$ cat config.mk
export PLATFORM = sky130hd
export DESIGN_NAME = arbitro_display_7segmentos
export DESIGN_NICKNAME = d
export VERILOG_FILES = /design/src/rtl/arbitro_display_7segmentos.sv
export SDC_FILE = /design/constraint.sdc
export NUM_CORES = 1
export LEC_CHECK = 0
export BUFFER_PORTS_ARGS = -buffer_cell sky130_fd_sc_hd__buf_4
export CELL_PAD_IN_SITES_DETAIL_PLACEMENT = 0
export CELL_PAD_IN_SITES_GLOBAL_PLACEMENT = 2
export CORE_MARGIN = 4
export CORE_UTILIZATION = 33
export DETAILED_ROUTE_END_ITERATION = 8
export PLACE_DENSITY_LB_ADDON = 0.1
export SLEW_MARGIN = 20
export SYNTH_ARGS = -nofsm -noshare
export SYNTH_HDL_FRONTEND = slang
export SYNTH_SLANG_ARGS = --single-unit
export TNS_END_PERCENT = 100
$ cat constraint.sdc
create_clock -name i_Reloj -period 3.7 [get_ports i_Reloj]
set_input_delay 0.37 -clock i_Reloj [delete_from_list [all_inputs] [get_ports i_Reloj]]
set_output_delay 0.37 -clock i_Reloj [all_outputs]
set_load 0.03 [all_outputs]
$ cat src/rtl/arbitro_display_7segmentos.sv
`timescale 1ns/1ps
// -----------------------------------------------------------------------------
// arbitro_display_7segmentos
//
// Round-robin arbiter that shares the four-digit 7-segment display between two
// clients. An owner keeps the display for a minimum time before a waiting
// client may take it over. A release is always honoured immediately. The
// arbiter remembers which client it served last and uses that to break ties.
//
// Ports
//   i_Reloj             system clock (rising edge)
//   i_Reset             asynchronous reset, active low
//   i_Req_0 / i_Req_1   level requests from client 0 / client 1
//   i_Datos_Cliente_0/1 client digit buses ([3:0] = digit 0 ... [15:12] = digit 3)
//   o_Grant_0 / 1       registered one-hot (or zero) ownership grants
//   o_Ocupado           some client owns the display
//   o_Datos_0..3        registered digits for the display controller
// -----------------------------------------------------------------------------
module arbitro_display_7segmentos #(
  parameter int unsigned P_CICLOS_MIN = 50_000_000,
  parameter int unsigned P_ANCHO_CONT = $clog2(P_CICLOS_MIN + 1)
) (
  input  logic        i_Reloj,
  input  logic        i_Reset,
  input  logic        i_Req_0,
  input  logic        i_Req_1,
  input  logic [15:0] i_Datos_Cliente_0,
  input  logic [15:0] i_Datos_Cliente_1,
  output logic        o_Grant_0,
  output logic        o_Grant_1,
  output logic        o_Ocupado,
  output logic [3:0]  o_Datos_0,
  output logic [3:0]  o_Datos_1,
  output logic [3:0]  o_Datos_2,
  output logic [3:0]  o_Datos_3
);

  typedef enum logic [1:0] {
    LIBRE     = 2'd0,
    CLIENTE_0 = 2'd1,
    CLIENTE_1 = 2'd2
  } estado_t;

  localparam logic [P_ANCHO_CONT-1:0] CONT_MAX = P_ANCHO_CONT'(P_CICLOS_MIN);

  estado_t                 estado;
  estado_t                 estado_sig;
  logic [P_ANCHO_CONT-1:0] cont;
  logic                    cont_lleno;
  logic                    ultimo;
  logic [15:0]             datos;

  // The minimum ownership time has elapsed; a waiting client may preempt.
  assign cont_lleno = (cont == CONT_MAX);

  // Next-state decision. Registered outputs are derived from estado_sig so the
  // grant and the new owner's data appear on the same edge that samples the
  // request.
  always_comb begin
    // NOTE: default assignment first so no path leaves estado_sig unassigned
    // (an unassigned path would infer a latch).
    estado_sig = estado;
    case (estado)
      LIBRE: begin
        if (i_Req_0 && i_Req_1)
          estado_sig = ultimo ? CLIENTE_0 : CLIENTE_1;
        else if (i_Req_0)
          estado_sig = CLIENTE_0;
        else if (i_Req_1)
          estado_sig = CLIENTE_1;
      end
      CLIENTE_0: begin
        if (!i_Req_0)
          estado_sig = i_Req_1 ? CLIENTE_1 : LIBRE;
        else if (i_Req_1 && cont_lleno)
          estado_sig = CLIENTE_1;
      end
      CLIENTE_1: begin
        if (!i_Req_1)
          estado_sig = i_Req_0 ? CLIENTE_0 : LIBRE;
        else if (i_Req_0 && cont_lleno)
          estado_sig = CLIENTE_0;
      end
      default: estado_sig = LIBRE;
    endcase
  end

  // NOTE: sequential state uses non-blocking assignments only, so every
  // register samples the values from before the edge.
  always_ff @(posedge i_Reloj or negedge i_Reset) begin
    if (!i_Reset) begin
      estado    <= LIBRE;
      o_Grant_0 <= 1'b0;
      o_Grant_1 <= 1'b0;
      o_Ocupado <= 1'b0;
      cont      <= '0;
      ultimo    <= 1'b1;   // client 0 wins the first tie
      // NOTE: the display register is reset as well: the display has to show
      // zeros after reset, not whatever was shown before it.
      datos     <= 16'h0000;
    end else begin
      estado    <= estado_sig;
      o_Grant_0 <= (estado_sig == CLIENTE_0);
      o_Grant_1 <= (estado_sig == CLIENTE_1);
      o_Ocupado <= (estado_sig != LIBRE);

      // The ownership counter restarts on every entry, including a direct
      // handover, counts while owned, saturates, and stays at 0 when idle.
      if (estado_sig == LIBRE) begin
        cont <= '0;
      end else if (estado_sig != estado) begin
        cont   <= '0;
        ultimo <= (estado_sig == CLIENTE_1);
      end else if (!cont_lleno) begin
        cont <= cont + P_ANCHO_CONT'(1);
      end

      // When idle, the last digits stay on the display.
      if (estado_sig == CLIENTE_0)
        datos <= i_Datos_Cliente_0;
      else if (estado_sig == CLIENTE_1)
        datos <= i_Datos_Cliente_1;
    end
  end

  assign o_Datos_0 = datos[3:0];
  assign o_Datos_1 = datos[7:4];
  assign o_Datos_2 = datos[11:8];
  assign o_Datos_3 = datos[15:12];

endmodule

Word-level counts from Yosys, hierarchy flattened:

Index checks and enable logic that the tools add are counted.

* logic and storage cells: 40
* bits of input ports: 36
* register bits: 48
* output and inout bits: 19

* add/subtract/negate cells: 1
* bitwise operators: 1
* reductions and logical operators: 8
* multiplexer cells: 16
* eq/ne operators: 7

Operators by type and width (number)
* 26-bit 2-to-1 mux: 3
* 16-bit 2-to-1 mux: 2
* 26-bit by 1-bit adder with 26-bit output, second input constant: 1
* 26-bit == test, second input constant: 1
* 2-bit 2-to-1 mux: 9
* 2-bit case mux with 3 select lines: 1
* 2-bit by 1-bit == test with 1-bit output, second input constant: 2
* 2-bit == test, second input constant: 2
* 2-bit zero test: 2
* 2-bit nonzero test: 2
* 1-bit logical AND: 3
* 3-bit by 1-bit inequality test with 1-bit output, second input constant: 1
* 2-bit inequality test: 1
* 2-bit AND reduction: 1
* 1-bit 2-to-1 mux: 1
* 1-bit NOT: 1

Depth between registers and ports, before layout:

Gate-level depths: netlist (run 1).

* depth in word-level cells: 8
* gate-level depth with buffers: 12
* mapped depth without buffers: 11

Worst setup path before layout (run 1):

Ideal clock, no wire load.

* kind: reg2reg
* from: reg cont[6]
* to: reg datos[0]
* period minus slack after synthesis: 2.819 ns
* buffers on the path: 2
* required time: 3.563 ns
* stages on the path, launching flop included: 11
* data arrival time: 2.682 ns
* path slack: 0.881 ns
* library setup time: 0.137 ns
* path through: dfrtp_1 or4b_4 nor4_4 and2_4 mux2i_1 a21oi_1 ha_1 clkbuf_1 buf_2 mux2i_1 a21oi_1

* word-level cells in the longest chain between the ends: 7
* elaborated cells on any way between the ends: 12
* classes of those cells: eq/ne: 3; mux: 6; reduce/logical: 3

RTL lines
* from (decl): RTL line 48 `logic [P_ANCHO_CONT-1:0] cont;`
* from (signal assigned): RTL line 115 `cont <= cont + P_ANCHO_CONT'(1);`
* 26-bit == test (*): RTL line 54 `assign cont_lleno = (cont == CONT_MAX);`
* 1-bit logical AND (on tied branches): RTL line 81, 75
* 2-bit 2-to-1 mux (on tied branches): RTL line 81, 75
* 2-bit 2-to-1 mux (on tied branches): RTL line 79, 73
* 2-bit case mux with 3 select lines (*): RTL line 63 `case (estado)`
* named net estado_sig[0]: RTL line 47 `estado_t estado_sig;`
* 2-bit by 1-bit == test with 1-bit output / 2-bit == test (equally long branches): RTL line 119, 121
* 16-bit 2-to-1 mux / 2-bit nonzero test (equally long branches)
* to (signal assigned): RTL line 120 `datos <= i_Datos_Cliente_0;`
* to (signal assigned): RTL line 122 `datos <= i_Datos_Cliente_1;`
* to (decl): RTL line 51 `logic [15:0] datos;`

Mark *: on every way through the listed nets, which the timed path passes. The rest lies on a longest branch.
A chain may end at the register's enable or synchronous reset.

Worst setup path in the final report (run 1):

* from: reg cont[0]
* to: reg cont[1]

* word-level cells in the longest chain between the ends: 8
* elaborated cells on any way between the ends: 15
* classes of those cells: add/sub: 1; eq/ne: 3; mux: 8; reduce/logical: 3

RTL lines
* 26-bit == test: RTL line 54
* 1-bit logical AND (on tied branches): RTL line 81, 75
* 2-bit 2-to-1 mux (on tied branches): RTL line 81, 75
* 2-bit 2-to-1 mux (on tied branches): RTL line 79, 73
* 2-bit case mux with 3 select lines: RTL line 63
* 2-bit inequality test: RTL line 111 `end else if (estado_sig != estado) begin`
* 26-bit 2-to-1 mux: RTL line 111
* 26-bit 2-to-1 mux: RTL line 109 `if (estado_sig == LIBRE) begin`

Several ways; a longest one is shown, not always the timed one. The select of a mux whose other input is x is not followed.

==> results of run 1 <==
path summary, 6_finish.rpt:
kind	end	slack (ns)	startpoint	cells past startpoint
min in group i_Reloj	estado[0]	0.35	i_Req_1	2
max in group asynchronous	cont[1]	3.20	i_Reset	1
max	cont[1]	0.88	cont[0]	10
min	cont[4]	0.08	i_Reset	1
max reg2reg	cont[1]	0.88	cont[0]	10
min reg2reg	datos[2]	0.53	datos[2]	2
placed cells by master, fill, tap and decap left out, drive strengths merged, types with 5 or more instances in the layout:
master  instances
a21oi          19
buf            56
clkbuf          6
dfrtp          47
ha              5
inv             7
mux2i          17
nand2          11
nand3          13
nand4           9
nor2           54
xnor2          12
xor2           13
state kept, by name, indices dropped and copies added, names as in the netlist:
signal / flops
o_Grant_1: 1
cont: 26
ultimo: 1
o_Ocupado: 1
estado: 2
datos: 16
o_Grant_0: 1
cell families after synthesis:
| family | count (synthesis) | share of synthesized area (%) |
|---|---|---|
| buf+inv | 16 | 3.52 |
| simple gates | 110 | 23.0 |
| mux | 18 | 7.29 |
| compound gates | 26 | 6.59 |
| fa+ha+maj | 5 | 2.51 |
| xor+xnor | 25 | 8.80 |
| flops | 48 | 48.3 |
power groups by stage:
stage	Combinational, W	Sequential, W	Clock, W
3_5_place_dp	0.000596	0.000694	0
4_1_cts	0.000597	0.000686	0.000343
5_1_grt	0.000635	0.000702	0.000366
3_3_place_gp	0.000599	0.000692	0
6_report	0.000584	0.000684	0.000326
2_1_floorplan	0.000201	0.000859	0
worst reg2reg max path, delay by kind of cell, from the launching register on:
| family | cells | cell delay (ns) |
|---|---|---|
| adder cells (fa/ha/maj) | 2 | 0.39 |
| buffers and inverters | 1 | 0.09 |
| multiplexers | 1 | 0.09 |
| AO/OA/AOI/OAI | 2 | 0.39 |
| AND/OR/NAND/NOR | 4 | 1.32 |
| flip-flops | 1 | 0.45 |
per-stage QoR:
stage	area (µm²)	utilization (%)	power [W]	worst slack (ns)
after floorplan	2490	-	0.00106	0.881
after global placement	2970	40.8	0.00129	0.944
after detailed placement	2970	40.8	0.00129	0.911
after CTS	3060	42.0	0.00163	0.871
after global routing	3060	42.0	0.00170	0.664
final	3060	42.0	0.00159	0.883
per-layer routing:
metal	track usage, %	vias to the layer above	part of all wire, %
met4	3.97	0	1.1
met3	3.35	5	3.8
li1	-	958	-
met1	17.7	897	46
met5	0	-	0
met2	22.5	28	49
final cells by class:
type                    instances  area, µm²  share of cell area (%)
multi-input cells             184       1200                    39.1
flip-flops and latches         48       1200                    39.2
clock inverters                 2       10.0                   0.327
clock buffers                   6       82.6                    2.69
inverters                       7       26.3                   0.857
well taps                      99        124                    4.04
repair buffers                 56        420                    13.7
==> impl_metrics.toml, run 1 <==
[floorplan]
dieArea_um2 = 8990
core_um2 = 7290
rows = 31
die_x_um = 94.8
die_h_um = 94.8
ios = 55
start_util_pct = 34.1

[synth]
synth_most_common_cell = "nor2_1"
netlist-cell-type-count = 42
async_flop_share_pct = 100
synth_fp_nets = 289
ys_seq_area_share_pct = 48.3
synth_top_area_share_pct = 47.3
syn_inst = 248
synth_common_cells = "nor2_1 (54), dfrtp_1 (47), a21oi_1 (18), mux2i_1 (17), xor2_1 (13)"
ys_warn_count = 0
syn_area_per_cell_um2 = 10.0
synth_edf_count = 0
ys_ff_latch = 48
synth_largest_area_cell = "dfrtp_1"
synth.area.top_cells = "dfrtp_1 (47%), nor2_1 (8.1%), mux2i_1 (6.8%)"
syn-cell-area_um2 = 2490
synth_flop_cell = "dfrtp_1"

[power_and_ir_drop]
power_leakage_nw = 1.32
power_density_nw_per_um2 = 520
power_switching_w = 0.000602
irDropWorstVdd_mv = 0.268
combPwrFrac_pct = 36.6
seqPwrFrac_pct = 42.9
p_int_w = 0.000992
pwr-share-clk_pct = 20.5
sw_frac_of_total_pct = 37.8

[placed_design]
dp.cells = 394
dpl.hpwl_mm = 4.03
portBuffers = 54
gp_congestion = 0.784

[final_layout]
antennaDiodeCount = 0
final_nets = 343
drive_above_1_share_pct = 25.4
instances_no_fill = 402
nFillCells = 751
area.growth.synth_to_final_pct = 23.1

[setup_path]
crit_top_cell = "ha_1"
endpoint_kind = "flop"
startpoint_type = "flop"
slowest_delay_ns = 0.54
worstPathCellList = "inv_1, ha_1, nor4bb_1, and4_4, and2_4, mux2i_1, a21o_1, ha_1, or3b_1, o22ai_2"
setup.worst_path.class = "reg2reg"
slowest_stage = "or3b_1"
critical_path_arrival_ns = 3.04
path_max_fanout = 7
crit_family = "simple AND/OR/NAND/NOR gates"
path_buf_inv = 1
crit_required_ns = 3.92

[grt]
overflow = 0
antenna_found_initial = 0
grt_pass1_wl_mm = 9.54
grt_usage_pct = 13.6
grt_max_degree = 49
grt_pass1_vias = 1952

[clocking]
cts_root_buffer = "clkbuf_8"
numCtsBuffers = 5
cts_num_sinks = 48
post_cts_resized = 0
htreeDepth = 2
cts_hold_buf = 0
clock_path_buffers = 2
post-cts-setup-buffer-count = 0
clock_latency_ns = 0.30
clk_pin_slew_worst_paths_ns = 0.09
cts_tree = "yes"

[sta]
setup_tns_ns = 0
max_slew.worst_pin.slew_ns = 0.702
fin_crit_ns = 2.82
clock_skew_ns = 0.0107
rsz0062_at_grt = "false"
max_slew_margin_pct = 52.8
fmax_mhz = 355
post-route-period-util_pct = 76.1
setup_viol = 0
finalHoldWorstSlack_ns = 0.0761
finalHoldViolCount = 0
drv_slew = 0

[drt]
ant_nets = 0
drtPass1Iterations = 4
routedWlPerCell_um = 13.9
drtIter0Drc = 70
vias_per_cell = 4.70
wl_mm = 5.59
vias = 1888
drcViolationCount = 0

[status]
status = "completed"

[flow_run]
maxCapViolCount = 0

[hold_path]
worstHoldPathType = "in2async"
Power figures use the tool's default switching activity.
==> run 2, diff against run 1 <==
==> constraint.sdc (replaced) <==
create_clock -name i_Reloj -period 2.65 [get_ports i_Reloj]
set_input_delay 0.265 -clock i_Reloj [delete_from_list [all_inputs] [get_ports i_Reloj]]
set_output_delay 0.265 -clock i_Reloj [all_outputs]
set_load 0.03 [all_outputs]
==> impl_metrics.toml, run 2 (synthesized netlist as in run 1, its figures left out) <==
[floorplan]
ios = 55
dieArea_um2 = 8990
core_um2 = 7290
start_util_pct = 34.1
rows = 31
die_h_um = 94.8
die_x_um = 94.8

[final_layout]
top_regs = "cont: 26 flops, datos: 16 flops, estado: 2 flops"
final_cell_mix = "buf_4 (68), dfrtp_1 (47), nor2_1 (41)"
drive_above_1_share_pct = 35.2
antennaDiodeCount = 0
largest_register_ffs = 26
regMostFlops = "cont"
final_nets = 361
instances_no_fill = 420
layout_commonest_cell = "buf_4"
area.growth.synth_to_final_pct = 34.6

[sta]
rsz0062_at_grt = "true"
fmax_mhz = 394
max_slew_margin_pct = 53.6
fin_ws_ns = 0.113
clock_skew_ns = 0.00745
max_slew.worst_pin.slew_ns = 0.691
fin_crit_ns = 2.54
finalHoldWorstSlack_ns = 0.220
post-route-period-util_pct = 95.7
setup_tns_ns = 0
finalHoldViolCount = 0
drv_slew = 0
setup_viol = 0

[setup_path]
setup.worst_path.class = "reg2reg"
crit_required_ns = 2.84
startpoint_type = "flop"
endpoint_kind = "flop"
slowest_delay_ns = 0.55
path_max_fanout = 5
reg2regPathDepth = 11
r2r-start = "cont[6]"
reg2reg_slack_ns = 0.11
worstPathCellList = "or4b_4, nor4_4, and2_4, mux2i_4, a21o_1, ha_2, buf_4, inv_4, nand3_4, clkbuf_16, nor2_4"
crit_family = "simple AND/OR/NAND/NOR gates"
slowest_stage = "or4b_4"
crit_start = "cont[6]"
worst_r2r_endpoint = "cont[12]"
critical_path_arrival_ns = 2.73
path_buf_inv = 3

[clocking]
numCtsBuffers = 5
cts_root_buffer = "clkbuf_8"
clock_path_buffers = 2
cts_num_sinks = 48
cts_tree = "yes"
clock_latency_ns = 0.30
htreeDepth = 2
clk_pin_slew_worst_paths_ns = 0.09
post-cts-setup-buffer-count = 0

[power_and_ir_drop]
power_switching_w = 0.000885
power_w = 0.00235
power_leakage_nw = 1.43
power_density_nw_per_um2 = 703
p_int_w = 0.00147
irDropWorstVdd_mv = 0.340
pwr-share-clk_pct = 19.4
sw_frac_of_total_pct = 37.6
seqPwrFrac_pct = 40.6
combPwrFrac_pct = 40.0

[grt]
antenna_found_initial = 0
grt_usage_pct = 14.3
overflow = 0
grt_max_degree = 49
grt_pass1_wl_mm = 9.88
grt_pass1_vias = 1973

[status]
status = "completed"

[hold_path]
hp-start = "i_Req_1"
worstHoldPathType = "in2reg"
hold_path_depth = 2
holdPathEnd = "estado[0]"

[drt]
routedWlPerCell_um = 14.2
drtIter0Drc = 36
wl_mm = 5.97
vias = 1990
drtPass1Iterations = 4
vias_per_cell = 4.74
ant_nets = 0
drcViolationCount = 0

[placed_design]
dp.cells = 409
dpl.hpwl_mm = 4.15
gp_congestion = 0.771
dp_slack_ns = -0.000876
portBuffers = 54

[flow_run]
maxCapViolCount = 0
-- run 2: changes by cell type in the layout (fill, tap and decap cells not counted), moves of 2 or more --
cell / before / now
mux2i_4: 0 / 2
mux2i_1: 17 / 15
clkbuf_1: 0 / 2
clkinv_2: 2 / 0
buf_4: 56 / 68
nor2_2: 0 / 12
nor2_1: 54 / 41
buf_12: 0 / 3
-- run 2: how the worst max path moves through the flow --
stage / endpoint / cells after the start / slack [ns]
6_report: cont[12] / 11 / 0.11
5_1_grt: cont[24] / 11 / -0.05
4_1_cts: cont[4] / 13 / 0.03
3_5_place_dp: cont[1] / 10 / -0.0009
3_3_place_gp: cont[1] / 8 / 0.08
2_1_floorplan: datos[0] / 10 / 0.05
-- run 2: stage by stage --
stage | instance area, µm² | util [%]
final | 3350 | 45.9
after global routing | 3350 | 45.9
after CTS | 3210 | 44.0
after detailed placement | 3110 | 42.6
after global placement | 3110 | 42.6
after floorplan | 2490 | -
-- run 2: layer usage --
| metal | global-route usage, % | up-vias | share of wire (%) |
|---|---|---|---|
| li1 | - | 994 | - |
| met1 | 18.2 | 951 | 45 |
| met2 | 23.7 | 41 | 49 |
| met3 | 3.51 | 4 | 4.8 |
| met4 | 4.69 | 0 | 1.1 |
| met5 | 0 | - | 0 |
-- run 2: layout make-up --
type,instances,area (µm²)
inverters,7,28.8
flip-flops and latches,48,1200
well taps,99,124
fillers,742,3940
multi-input cells,184,1290
clock buffers,8,90.1
repair buffers,74,617
-- run 2: power groups by stage --
stage | Clock (W) | Combinational (W) | Sequential (W)
after floorplan | 0 | 0.000282 | 0.00120
after global placement | 0 | 0.000877 | 0.000960
after detailed placement | 0 | 0.000876 | 0.000964
after CTS | 0.000479 | 0.000880 | 0.000953
after global routing | 0.000510 | 0.00102 | 0.000977
final | 0.000457 | 0.000940 | 0.000956
-- run 2: repair_timing --
item | 4_1_cts | 5_1_grt
endpoints found under the hold margin | 7 | 0
endpoints found under the setup margin | 1 | 43
gates cloned | 0 | 2
pin swaps | 0 | 1
resized for setup | 1 | 28
hold buffers | 1 | 0
